==> config.mk <==
export PLATFORM = sky130hd
export DESIGN_NAME = div_seq
export DESIGN_NICKNAME = d
export VERILOG_FILES = /design/src/rtl/div_pkg.sv /design/src/rtl/div_step.sv /design/src/rtl/div_seq.sv
export SDC_FILE = /design/constraint.sdc
export NUM_CORES = 1
export LEC_CHECK = 0
export CAP_MARGIN = 30
export CORE_MARGIN = 3
export CORE_UTILIZATION = 63
export CTS_BUF_LIST = sky130_fd_sc_hd__clkbuf_8
export DETAILED_ROUTE_END_ITERATION = 7
export HOLD_SLACK_MARGIN = 0.1
export PLACE_DENSITY_LB_ADDON = 0.1
export SLEW_MARGIN = 10
export SYNTH_ARGS = -nofsm -noshare
export SYNTH_HDL_FRONTEND = slang
export SYNTH_SLANG_ARGS = --single-unit
export TNS_END_PERCENT = 50
==> constraint.sdc <==
create_clock -name clock -period 8.7 [get_ports clock]
set_input_delay 1.74 -clock clock [delete_from_list [all_inputs] [get_ports clock]]
set_output_delay 1.74 -clock clock [all_outputs]
set_load 0.005 [all_outputs]
==> src/rtl/div_pkg.sv <==
// div_pkg: shared state encoding and widths for the sequential divider
package div_pkg;
  typedef enum logic {IDLE, CALC} state_t;
  localparam int DVD_W = 64;
  localparam int DVS_W = 32;
  localparam int ITER  = 32;
  localparam int CNT_W = $clog2(ITER);
endpackage

==> src/rtl/div_step.sv <==
// div_step: one restoring-division iteration (trial subtract, keep or restore)
module div_step
  import div_pkg::*;
(
  input  logic [DVS_W-1:0] i_p,
  input  logic             i_s_msb,
  input  logic [DVS_W-1:0] i_b,
  output logic [DVS_W-1:0] o_p,
  output logic             o_q
);
  logic [DVS_W:0] w_t;
  assign w_t = {i_p, i_s_msb} - {1'b0, i_b};
  assign o_q = !w_t[DVS_W];
  assign o_p = o_q ? w_t[DVS_W-1:0] : {i_p[DVS_W-2:0], i_s_msb};
endmodule

==> src/rtl/div_seq.sv <==
// div_seq: signed 64/32 sequential restoring divider; DIV_EARLY_OUT_EN reports precheck errors after one cycle
module div_seq
  import div_pkg::*;
(
  input  logic             clock,
  input  logic             reset,
  input  logic [DVD_W-1:0] dvdnd,
  input  logic [DVS_W-1:0] dvsor,
  input  logic             start,
  output logic [DVS_W-1:0] quot,
  output logic [DVS_W-1:0] remd,
  output logic             valid,
  output logic             busy,
  output logic             err
);
  state_t           r_state, w_state_nx;
  logic             r_start_bf, r_neg_q, r_neg_r, r_pre_err;
  logic [CNT_W-1:0] r_cnt;
  logic [DVS_W-1:0] r_p, r_s, r_b;
  logic [DVD_W-1:0] w_a;
  logic [DVS_W-1:0] w_b, w_p_nx, w_qmag;
  logic             w_q_bit, w_pre, w_rng, w_err, w_launch, w_done;
  assign w_a    = dvdnd[DVD_W-1] ? -dvdnd : dvdnd;
  assign w_b    = dvsor[DVS_W-1] ? -dvsor : dvsor;
  assign w_pre  = (w_b == '0) || (w_a[DVD_W-1:DVS_W] >= w_b);
  assign w_qmag = {r_s[DVS_W-2:0], w_q_bit};
  assign w_rng  = r_neg_q ? (w_qmag > 32'h8000_0000) : (w_qmag > 32'h7fff_ffff);
  assign w_err  = r_pre_err || w_rng;
  div_step u_step (
    .i_p    (r_p),
    .i_s_msb(r_s[DVS_W-1]),
    .i_b    (r_b),
    .o_p    (w_p_nx),
    .o_q    (w_q_bit)
  );
  // state register
  always_ff @(posedge clock) begin
    if (reset) r_state <= IDLE;
    else r_state <= w_state_nx;
  end
  // launch detection, completion and next state
  always_comb begin
    w_launch   = (r_state == IDLE) && start && !r_start_bf;
    w_done     = 1'b0;
    w_state_nx = r_state;
`ifdef DIV_EARLY_OUT_EN
    w_done = (r_state == CALC) && ((r_cnt == CNT_W'(ITER - 1)) || r_pre_err);
`else
    w_done = (r_state == CALC) && (r_cnt == CNT_W'(ITER - 1));
`endif
    if (w_launch) w_state_nx = CALC;
    if (w_done) w_state_nx = IDLE;
  end
  // operand capture, iteration and sign-fixed result write-back
  always_ff @(posedge clock) begin
    if (reset) begin
      r_start_bf <= 1'b0;
      r_neg_q    <= 1'b0;
      r_neg_r    <= 1'b0;
      r_pre_err  <= 1'b0;
      r_cnt      <= '0;
      r_p        <= '0;
      r_s        <= '0;
      r_b        <= '0;
      quot       <= '0;
      remd       <= '0;
      valid      <= 1'b0;
      busy       <= 1'b0;
      err        <= 1'b0;
    end else begin
      r_start_bf <= start;
      valid      <= w_done;
      if (w_launch) begin
        busy      <= 1'b1;
        r_cnt     <= '0;
        r_p       <= w_a[DVD_W-1:DVS_W];
        r_s       <= w_a[DVS_W-1:0];
        r_b       <= w_b;
        r_neg_q   <= dvdnd[DVD_W-1] ^ dvsor[DVS_W-1];
        r_neg_r   <= dvdnd[DVD_W-1];
        r_pre_err <= w_pre;
      end else if (r_state == CALC) begin
        r_cnt <= r_cnt + 1'b1;
        r_p   <= w_p_nx;
        r_s   <= w_qmag;
      end
      if (w_done) begin
        busy <= 1'b0;
        err  <= w_err;
        quot <= w_err ? '0 : (r_neg_q ? -w_qmag : w_qmag);
        remd <= w_err ? '0 : (r_neg_r ? -w_p_nx : w_p_nx);
      end
    end
  end
endmodule

==> Yosys cells after proc, flatten, opt, wreduce, memory -nomap -nowiden <==
Cells that the tools add are included.
{ "word_totals": {"input_bits": 99, "word_cells": 48, "output_inout_bits": 67, "regBits": 172} }
{ "classes": {"addsub": 6, "n_mux": 12, "n_reduce_logical": 11, "n_eq_ne": 1, "magnitude_cmp": 3, "n_bitwise": 2} }
{ "op_table": {"columns": ["op", "n"], "rows": [
  ["$mux W32", 10],
  ["$neg A32 Y32", 3],
  ["$mux W64", 1],
  ["$neg A64 Y64", 1],
  ["$sub A33 B32 Y33", 1],
  ["$ge A32 B32 Y1", 1],
  ["$gt A32 B31 Y1 const B", 1],
  ["$gt A32 B32 Y1 const B", 1],
  ["$logic_not A32 Y1", 1],
  ["$add A5 B1 Y5 const B", 1],
  ["$eq A5 B5 Y1 const B", 1],
  ["$reduce_or A2 Y1", 2],
  ["$logic_and A1 B1 Y1", 3],
  ["$logic_not A1 Y1", 2],
  ["$logic_or A1 B1 Y1", 2],
  ["$reduce_bool A2 Y1", 1],
  ["$mux W1", 1],
  ["$not A1 Y1", 1],
  ["$xor A1 B1 Y1", 1]
]} }

==> Logic depth before layout (Yosys ltp) <==
Gate-level depths: netlist (run 1).
{ "depth": {"word_depth": 6, "ltp_mapped": 25, "ltp_nobuf": 23} }

==> Cells and area by module <==
From an unflattened synthesis (run 1), not the netlist that was laid out.
{ "unflattened": {"hier_cells": 1657, "area_unflattened_um2": 13028.7} }
{ "by_module_without_submodules": {"columns": ["module", "cells_each", "area_each_um2", "instances"], "rows": [
  ["div_seq", 1352, 10670.2, 1],
  ["div_step", 305, 2358.5, 1]
]} }

==> Least setup slack after synthesis (run 1) <==
OpenSTA, ideal clock, no wires.
{ "synth_path": {"kind": "input to register", "from": "input dvdnd[4]", "to": "register r_pre_err", "t_arrival_ns": 5.537, "path_slack_ns": 3.032, "t_required_ns": 8.568, "n_path_buf": 0, "path_stages": 22, "cell_sequence": "or3_1 -> or2_2 -> nor4_1 -> nand3_1 -> or3_1 -> nor2b_2 -> nand2_1 -> o31ai_1 -> xnor2_1 -> ha_1 -> a21oi_1 -> nor2b_1 -> o21ai_0 -> nand2b_1 -> a21oi_1 -> nor2b_1 -> o21ai_0 -> nand2b_1 -> a21oi_1 -> o21ai_0 -> o21ai_0 -> a311oi_1"} }
{ "synth_between": {"elab_chain_len": 4} }
{ "synth_lines": {"columns": ["item", "line_no", "text"], "rows": [
  ["start, declared", "div_seq.sv:7", "input logic [DVD_W-1:0] dvdnd,"],
  ["$neg A64 Y64", "div_seq.sv:23", "assign w_a = dvdnd[DVD_W-1] ? -dvdnd : dvdnd;"],
  ["$mux W64", "div_seq.sv:23", null],
  ["$ge A32 B32 Y1", "div_seq.sv:25", "assign w_pre = (w_b == '0) || (w_a[DVD_W-1:DVS_W] >= w_b);"],
  ["$logic_or A1 B1 Y1", "div_seq.sv:25", null],
  ["end signal, assigned", "div_seq.sv:81", "r_pre_err <= w_pre;"],
  ["end, declared", "div_seq.sv:17", "logic r_start_bf, r_neg_q, r_neg_r, r_pre_err;"]
]} }
Every way passes these cells.
A chain may end at the register's enable or synchronous reset.

==> Final worst setup path (run 1) <==
{ "layout_path": {"from": "input dvdnd[2]", "to": "register r_pre_err"} }
The elaborated chain is that of the path after synthesis.

==> results of run 1 <==
## power groups by stage
stage | sequential (mW) | combinational, mW | clock [mW]
2_1_floorplan | 0.907 | 1.22 | 0
3_3_place_gp | 0.933 | 1.61 | 0
3_5_place_dp | 0.937 | 1.64 | 0
4_1_cts | 0.919 | 1.65 | 0.589
5_1_grt | 0.929 | 1.85 | 0.623
6_report | 0.921 | 1.71 | 0.589
## cell type report
class	count	area [sq um]
antenna	1	2.50
multi-input combinational	1374	8710
timing repair buffer	179	1770
fill	1600	4790
inverter	53	199
clock inverter	15	171
tap	265	332
sequential	172	3450
clock buffer	17	234
## synthesized netlist by cell type (42+ instances only)
master and instances:
a21oi_1 109, a211oi_1 73, nand2_1 203, clkbuf_1 82, nor2_1 208, xor2_1 103, o21ai_0 125, dfxtp_1 172
xnor2_1 73, inv_1 52, o31ai_1 42, ha_1 71
## sequential cells by signal, indices dropped and copies added, names as in the netlist
name,cells
busy,1
err,1
quot,32
r_b,32
r_cnt,5
r_neg_q,1
r_neg_r,1
r_p,32
r_pre_err,1
r_s,32
r_start_bf,1
remd,32
valid,1
## routing by layer
layer  GRT usage [%]  vias to the layer above  part of all wire, %
li1                -                     6254                    -
met1            52.4                     6111                   45
met2            49.1                      711                   41
met3            8.41                       49                   12
met4            6.61                        0                  1.4
met5               0                        -                    0
## path summary, 6_finish.rpt
kind | start | endpoint | slack, ns | cells past startpoint
worst min-delay path | remd[29] | remd[29] | 0.45 | 2
worst max register to register | r_p[16] | remd[22] | 2.46 | 18
worst max-delay path | dvdnd[2] | r_pre_err | 2.20 | 23
worst min register to register | remd[29] | remd[29] | 0.45 | 2
## critical path, stage by stage
cell             delay [ns]
clkdlybuf4s50_1        0.47
or3_1                  0.39
or2_2                  0.32
nor4_1                 0.68
nand3_1                0.30
or3_1                  0.47
nor2b_2                0.20
nand2_1                0.18
o31ai_1                0.28
xnor2_1                0.20
ha_1                   0.30
a21oi_1                0.15
nor2b_1                0.05
o21ai_0                0.14
nand2b_1               0.07
a21oi_1                0.14
nor2b_1                0.06
o21ai_0                0.14
nand2b_1               0.07
a21oi_1                0.13
o21ai_0                0.09
o21ai_0                0.15
a311oi_1               0.10
## cell families (layout without fill, tap and decap cells)
| kind of cell | Yosys count | after routing | share of synthesized area, % |
|---|---|---|---|
| adders and majority gates | 72 | 72 | 7.14 |
| DFF | 172 | 172 | 27.1 |
| other | 0 | 1 | 0 |
| and+or+nand+nor | 618 | 618 | 22.5 |
| buffers and inverters | 150 | 264 | 4.65 |
| muxes | 29 | 29 | 2.33 |
| xor gates and xnor gates | 178 | 178 | 12.4 |
| AOI/OAI and AO/OA | 477 | 477 | 23.9 |
## stage by stage
| step | total power, mW | std cells |
|---|---|---|
| 3_3_place_gp | 2.55 | 2041 |
| 4_1_cts | 3.16 | 2073 |
| 3_5_place_dp | 2.58 | 2041 |
| 2_1_floorplan | 2.13 | 1696 |
| 6_report | 3.22 | 2076 |
| 5_1_grt | 3.40 | 2075 |
==> out/metrics.yaml, run 1 <==
outcome:
  status: "completed"
setup_path:
  crit_arrival_ns: 6.83
  cp-end-kind: "flip-flop"
  crit_path_max_fanout: 7
  crit_type: "input port to flip-flop"
  required_ns: 9.03
  start_kind: "input port"
pwr:
  combPwrFrac_pct: 53.1
  p_leak_nw: 5.55
  power.density_mw_per_mm2: 216
  power_frac_seq_pct: 28.6
  pwr-share-clk_pct: 18.3
  power.switching_mw: 1.49
  netSwitchingFraction_pct: 46.3
  internal_power_mw: 1.73
  vdd_drop_max_uv: 144
cts:
  cts_made_buffers: 17
  cts_root_buf: "clkbuf_8"
  hold_buffers: 0
  clock_latency_ns: 0.48
  clockBufferDepth: 2
  clkTransAtPathRegs_ns: 0.10
  postCtsSetupRepairBufs: 0
  cts_tree: "yes"
  htreeDepth: 4
  cts.repair.resized: 0
  cts.sinks: 172
global_route:
  grt_max_degree: 79
  grt_pass1_wl_um: 61100
  overflow: 0
  grt_pass1_vias: 11828
  grtUsageTotal_pct: 34.2
  antenna_found_initial: 0
timing:
  min_period_ns: 6.50
  worst_slew_pin_slew_ns: 0.934
  slew_headroom_pct: 37.6
  hold_viol: 0
  timing.final.crit_share_pct: 74.7
  hold_slack_ns: 0.451
  tns_ns: 0
  finClkSkew_ns: 0.0200
  setup_violations: 0
  report.final.slew_viol_count: 0
  fmax_mhz: 154
  worst_slack_ns: 2.20
  rsz0062_at_grt: "no"
layout:
  final_common_cell: "nor2_1"
  post-route-cell-area_sq_mm: 0.0149
  drive_gt1_share_pct: 4.75
  layout_common_cells: "207 x nor2_1, 203 x nand2_1, 171 x dfxtp_1"
  fin_util_pct: 75.6
  nNetsFinal: 1968
  area_growth_pct: 16.9
place:
  place_area_sq_mm: 0.0144
  io_buffers: 165
  dpl.hpwl_um: 29500
  gp_congestion: 0.964
  place_ws_ns: 1.87
yosys:
  synth-seq-cells: 172
  synth_edf_count: 0
  syn_nets: 1867
  yosysSeqAreaShare_pct: 27.1
  synthFlopType: "dfxtp_1"
  netlist_area_sq_mm: 0.0127
  ys_warn_count: 0
  synth.area.top_cells: "dfxtp_1 27%, xor2_1 7.1%, ha_1 7.0%, nor2_1 6.1%, nand2_1 6.0%"
  ys_async_sr_fraction_pct: 0
  synth_top_area_share_pct: 27.1
  synth.avg_cell_area_sq_um: 7.50
  ys_types: 75
  postSynthCellCount: 1696
  yosysTopAreaCell: "dfxtp_1"
floorplan:
  ios: 166
  die_area_sq_mm: 0.0219
  core_sq_mm: 0.0197
  dieWidth_um: 148
  die_h_um: 148
  initial_core_util_pct: 64.7
  num_rows: 51
route:
  drt_iter0_markers: 1477
  wl_um: 38500
  wire_per_inst_um: 18.5
  num_vias: 13125
  drt-pass1-iter-count: 6
  viasPerCell: 6.32
  antenna_left: 0
  drc_errors: 0
job:
  drv_cap: 0
worst_hold_path:
  hp-class: "flip-flop to flip-flop"
Note: power is estimated with default switching activity, not from simulation.
==> run 2: changes to the inputs <==
--- a/config.mk
+++ b/config.mk
@@ -7,7 +7,7 @@
 export LEC_CHECK = 0
 export CAP_MARGIN = 30
 export CORE_MARGIN = 3
-export CORE_UTILIZATION = 63
+export CORE_UTILIZATION = 52
 export CTS_BUF_LIST = sky130_fd_sc_hd__clkbuf_8
 export DETAILED_ROUTE_END_ITERATION = 7
 export HOLD_SLACK_MARGIN = 0.1
==> constraint.sdc (replaced) <==
create_clock -name clock -period 5.35 [get_ports clock]
set_input_delay 1.07 -clock clock [delete_from_list [all_inputs] [get_ports clock]]
set_output_delay 1.07 -clock clock [all_outputs]
set_load 0.005 [all_outputs]
==> run 2 against run 1 <==
Net effect:
- sequential cell count did not move
- largest cell class unchanged
- register-to-register slack got worse by 2.0 ns
- sequential share of layout area fell by 1.1 points
- routed wire length fell by 2.9%
- clock power rose by 59%
- cell count rose by 6.9%
- utilization fell by 9.9 points
- first-iteration DRC count fell by 25%
==> out/metrics.yaml, run 2 (synthesized netlist as in run 1, its figures left out) <==
pwr:
  power.density_mw_per_mm2: 340
  power.total_mw: 5.31
  p_leak_nw: 5.96
  vdd_drop_max_uv: 245
floorplan:
  die_area_sq_mm: 0.0264
  initial_core_util_pct: 53.5
  core_sq_mm: 0.0238
  num_rows: 56
  dieWidth_um: 162
  die_h_um: 162
  ios: 166
route:
  viasPerCell: 5.76
  wl_um: 37400
  antenna_left: 0
  route.met2.wl_um: 14100
  wl_met1_um: 19800
  dr_wl_met3_um: 3270
  drc_errors: 0
  drt-pass1-iter-count: 5
  wire_per_inst_um: 16.8
  top_layer: "met5"
  num_vias: 12779
  drt_iter0_markers: 1103
place:
  gp_congestion: 0.953
  dpl.hpwl_um: 29700
  place_ws_ns: -0.258
  io_buffers: 165
timing:
  finClkSkew_ns: 0.0274
  report.final.slew_viol_count: 0
  timing.final.crit_share_pct: 93.3
  hold_viol: 0
  worst_slack_ns: 0.359
  tns_ns: 0
  min_period_ns: 4.99
  slew_headroom_pct: 43.7
  rsz0062_at_grt: "no"
  fmax_mhz: 200
  setup_violations: 0
  worst_slew_pin_slew_ns: 0.843
global_route:
  antenna_found_initial: 1
  overflow: 0
  grt_max_degree: 72
  grt_pass1_vias: 11200
  grtUsageTotal_pct: 27.6
  grt_pass1_wl_um: 59300
cts:
  cts_made_buffers: 17
  clkTransAtPathRegs_ns: 0.10
  hold_buffers: 0
  htreeDepth: 4
  cts_tree: "yes"
  clock_latency_ns: 0.49
  clockBufferDepth: 2
  cts_root_buf: "clkbuf_8"
  cts.sinks: 172
layout:
  fin_util_pct: 65.7
  diodes: 0
  final_common_cell: "nor2_1"
  drive_gt1_share_pct: 9.68
  nNetsFinal: 2058
  area_growth_pct: 22.8
  layout_common_cells: "207 x nor2_1, 203 x nand2_1, 170 x dfxtp_1"
worst_hold_path:
  holdPathStages: 2
  hp-start: "remd[30]"
  hold_end: "remd[30]"
  hp-class: "flip-flop to flip-flop"
setup_path:
  reg2reg_from: "r_p[18]"
  path_buf_inv: 1
  cp-end-kind: "flip-flop"
  crit_arrival_ns: 5.33
  start_kind: "input port"
  critical-path-slowest-cell: "or4_4"
  crit_type: "input port to flip-flop"
  regToRegEndpoint: "remd[22]"
  max_stage_delay_ns: 0.55
  path_delay_family: "simple AND/OR/NAND/NOR gates"
  r2r_setup_slack_ns: 0.42
  path_cells: "clkdlybuf4s50_1 > or4_4 > or3_4 > or3_4 > or4_1 > o31ai_1 > xor2_1 > ha_1 > a21oi_1 > nor2b_1 > o21ai_0 > nand2b_1 > a21oi_1 > nor2b_1 > o21ai_0 > nand2b_1 > a211oi_1 > a311oi_1"
  reg2reg_depth: 18
  crit_path_max_fanout: 3
  required_ns: 5.69
outcome:
  status: "completed"
job:
  drv_cap: 0
## run 2: changes by cell type in the layout (fill, tap and decap cells not counted), moves of 2 or more
cell        change
nor4_2          +3
clkinv_8        +2
clkinv_4        -3
clkinvlp_4      +2
nor4_1          -3
buf_4          +92
## run 2: how the worst max path moves through the flow
| stage | startpoint | endpoint | slack (ns) | depth (start not counted) |
|---|---|---|---|---|
| 4_1_cts | dvdnd[12] | r_pre_err | 0.26 | 24 |
| 3_3_place_gp | dvdnd[12] | r_pre_err | -0.17 | 24 |
| 3_5_place_dp | dvdnd[12] | r_pre_err | -0.26 | 24 |
| 2_1_floorplan | r_p[16] | remd[22] | 0.27 | 22 |
| 5_1_grt | dvdnd[12] | r_pre_err | 0.03 | 24 |
| 6_report | dvsor[4] | r_pre_err | 0.36 | 18 |
## run 2: through the flow
step	hold slack (ns)	std cells	area, sq um
floorplan	0.441	1696	12700
global placement	0.434	2187	15200
detailed placement	0.437	2187	15200
CTS	0.453	2219	15600
global route	0.472	2219	15600
finish	0.451	2219	15600
## run 2: what timing repair did
action,in CTS,in global routing
gates resized for setup,0,11
setup buffers,0,0
endpoints found under the setup margin,0,5
hold endpoints to repair,0,0
## run 2: final cells by class
type                    instances  area [sq um]
well taps                     319           399
multi-input cells            1374          8740
inverters                      53           199
repair buffers                269          2420
clock buffers                  17           234
clock inverters                15           168
fillers                      2186          8140
flip-flops and latches        172          3450
## run 2: power by group
| group | switching (mW) | internal, mW | total (mW) |
|---|---|---|---|
| clock | 0.584 | 0.355 | 0.939 |
| sequential | 0.136 | 1.37 | 1.51 |
| combinational | 1.73 | 1.13 | 2.86 |
## run 2: worst min-delay path, cell delays in order, from the launching register on
cell     delay (ns)
dfxtp_1        0.32
nand2_1        0.05
o21ai_1        0.05
## run 2: per-layer routing
layer	GRT usage, %	vias to the layer above
met1	46.8	5822
met3	5.01	22
met2	35.8	487
met4	3.99	2
met5	0	-
li1	-	6446
==> run 3: changes to the inputs <==
--- a/config.mk
+++ b/config.mk
@@ -5,9 +5,10 @@
 export SDC_FILE = /design/constraint.sdc
 export NUM_CORES = 1
 export LEC_CHECK = 0
+export ABC_AREA = 1
 export CAP_MARGIN = 30
 export CORE_MARGIN = 3
-export CORE_UTILIZATION = 52
+export CORE_UTILIZATION = 54
 export CTS_BUF_LIST = sky130_fd_sc_hd__clkbuf_8
 export DETAILED_ROUTE_END_ITERATION = 7
 export HOLD_SLACK_MARGIN = 0.1
==> run 3 against run 2 <==
Net effect:
- utilization down 1.5 points
- clock power hardly changed
- sequential power about the same
- register-to-register slack better by 0.42 ns
- worst hold slack gained 0.0044 ns
- critical path type unchanged
- largest power group unchanged
- highest routed layer is now met4
==> out/metrics.yaml, run 3 <==
timing:
  hold_slack_ns: 0.455
  fmax_mhz: 210
  worst_slew_pin_slew_ns: 0.665
  tns_ns: 0
  rsz0062_at_grt: "no"
  slew_headroom_pct: 55.6
  setup_violations: 0
  worst_slack_ns: 0.593
  timing.final.crit_share_pct: 88.9
  finClkSkew_ns: 0.0244
  report.final.slew_viol_count: 0
  min_period_ns: 4.76
  hold_viol: 0
cts:
  hold_buffers: 0
  clkTransAtPathRegs_ns: 0.10
  cts_root_buf: "clkbuf_8"
  htreeDepth: 4
  cts.repair.resized: 0
  cts_tree: "yes"
  clock_latency_ns: 0.48
  postCtsSetupRepairBufs: 0
  cts.sinks: 172
  cts_made_buffers: 17
  clockBufferDepth: 2
global_route:
  grt_busiest_layer: "met2"
  grt_max_degree: 48
  antenna_found_initial: 0
  grtUsageTotal_pct: 34.8
  grt_pass1_wl_um: 80800
  overflow: 0
  use_met2_pct: 54.5
  grtUsageMet1_pct: 49.5
  use_met3_pct: 5.18
  grt_pass1_vias: 15219
setup_path:
  start_kind: "input port"
  reg2reg_depth: 24
  cp-end-kind: "flip-flop"
  crit_type: "input port to flip-flop"
  crit_arrival_ns: 5.13
  crit_path_max_fanout: 5
  required_ns: 5.72
yosys:
  postSynthCellCount: 2437
  synth_compound_area_share_pct: 12.8
  synth-seq-cells: 172
  ys_warn_count: 0
  synth.most_common_cell: "nand2_1"
  synth_top_family_by_area: "simple AND/OR/NAND/NOR gates"
  synthXorXnorAreaFrac_pct: 6.61
  yosysTopAreaCell: "dfxtp_1"
  netlist_area_sq_mm: 0.0146
  yosysSeqAreaShare_pct: 23.6
  synth_mux_area_share_pct: 0
  synthFlopType: "dfxtp_1"
  synthAdderAreaFrac_pct: 6.23
  synth_top_area_share_pct: 23.6
  ys_types: 57
  ys_async_sr_fraction_pct: 0
  synth_edf_count: 0
  netlist_top_cells_count: "773 x nand2_1, 328 x inv_1, 235 x nor2_1"
  synth.avg_cell_area_sq_um: 5.98
  synth.area.top_cells: "dfxtp_1 24%, nand2_1 20%, inv_1 8.4%, ha_1 6.1%, nor2_1 6.0%"
  synthSimpleGateAreaFrac_pct: 39.4
  syn_nets: 2608
route:
  num_vias: 16581
  wire_per_inst_um: 17.7
  viasPerCell: 5.68
  drt-pass1-iter-count: 6
  wl_um: 51600
  drc_errors: 0
  drt_iter0_markers: 1962
  antenna_left: 0
layout:
  layout_common_cells: "773 x nand2_1, 328 x inv_1, 233 x nor2_1"
  post-route-cell-area_sq_mm: 0.0169
  final_common_cell: "nand2_1"
  area_growth_pct: 15.8
  stdcell_count: 2918
  drive_gt1_share_pct: 6.08
  nNetsFinal: 2741
  diodes: 0
worst_hold_path:
  hp-class: "flip-flop to flip-flop"
  holdPathStages: 2
job:
  drv_cap: 0
pwr:
  p_leak_nw: 7.99
  vdd_drop_max_uv: 350
  power.density_mw_per_mm2: 427
floorplan:
  die_h_um: 170
  num_rows: 59
  core_sq_mm: 0.0263
  ios: 166
  initial_core_util_pct: 55.5
  dieWidth_um: 170
  die_area_sq_mm: 0.0290
place:
  gp_congestion: 1.05
  place_area_sq_mm: 0.0165
  io_buffers: 165
  place_inst: 2886
  dpl.hpwl_um: 41600
  place_ws_ns: 0.188
outcome:
  status: "completed"
==> run 3: path summary, 6_finish.rpt <==
path | from | endpoint | slack, ns
hold / removal | remd[13] | remd[13] | 0.46
setup / recovery | dvdnd[0] | r_pre_err | 0.59
setup reg to reg | r_s[31] | quot[30] | 0.84
hold reg to reg | remd[13] | remd[13] | 0.46
==> run 3: worst max-delay path, cell delays in order <==
cell and delay (ns):
clkdlybuf4s50_1 0.46, inv_1 0.08, ha_1 0.17, nand3_1 0.14, nor2_1 0.34, nand2_1 0.17
nor2_1 0.20, nand3_1 0.21, inv_1 0.10, nand4_1 0.13, o21ai_0 0.27, xor2_1 0.23
inv_1 0.07, ha_1 0.18, a21oi_1 0.14, nor2_1 0.05, a211oi_1 0.21, o21a_1 0.18
nor2_1 0.05, o21ai_0 0.15, nand2_1 0.07, a211oi_1 0.21, nand3_1 0.11, nand2_1 0.09
inv_1 0.04
==> run 3: cell families after synthesis <==
logic type | Yosys count
buffers and inverters | 423
and+or+nand+nor | 1340
adders and majority gates | 72
DFF | 172
xor gates and xnor gates | 110
AOI/OAI and AO/OA | 320
==> run 3: where the power goes <==
| part | internal [mW] | switching [mW] | total (mW) |
|---|---|---|---|
| Clock | 0.351 | 0.592 | 0.942 |
| Sequential | 1.38 | 0.100 | 1.48 |
| Combinational | 1.40 | 3.39 | 4.79 |
| Total | 3.13 | 4.08 | 7.21 |
==> run 3: per-layer routing <==
metal  wire length, um  vias up
met3              4920      108
li1                  -     8070
met5                 0        -
met4              1670        0
met1             22500     7553
met2             22500      850
==> run 3: through the flow <==
step           util (%)  power (mW)
6_report           64.3        7.21
5_1_grt            64.3        7.69
4_1_cts            64.3        7.05
3_5_place_dp       62.8        6.12
3_3_place_gp       62.7        6.06
2_1_floorplan         -        4.86
==> run 3: layout make-up <==
class	count	area, sq um
Inverter	348	1310
Sequential cell	172	3440
Multi-Input combinational cell	1842	9490
Fill cell	2596	9390
Clock buffer	17	234
Clock inverter	15	154
Tap cell	335	419
Timing Repair Buffer	189	1840
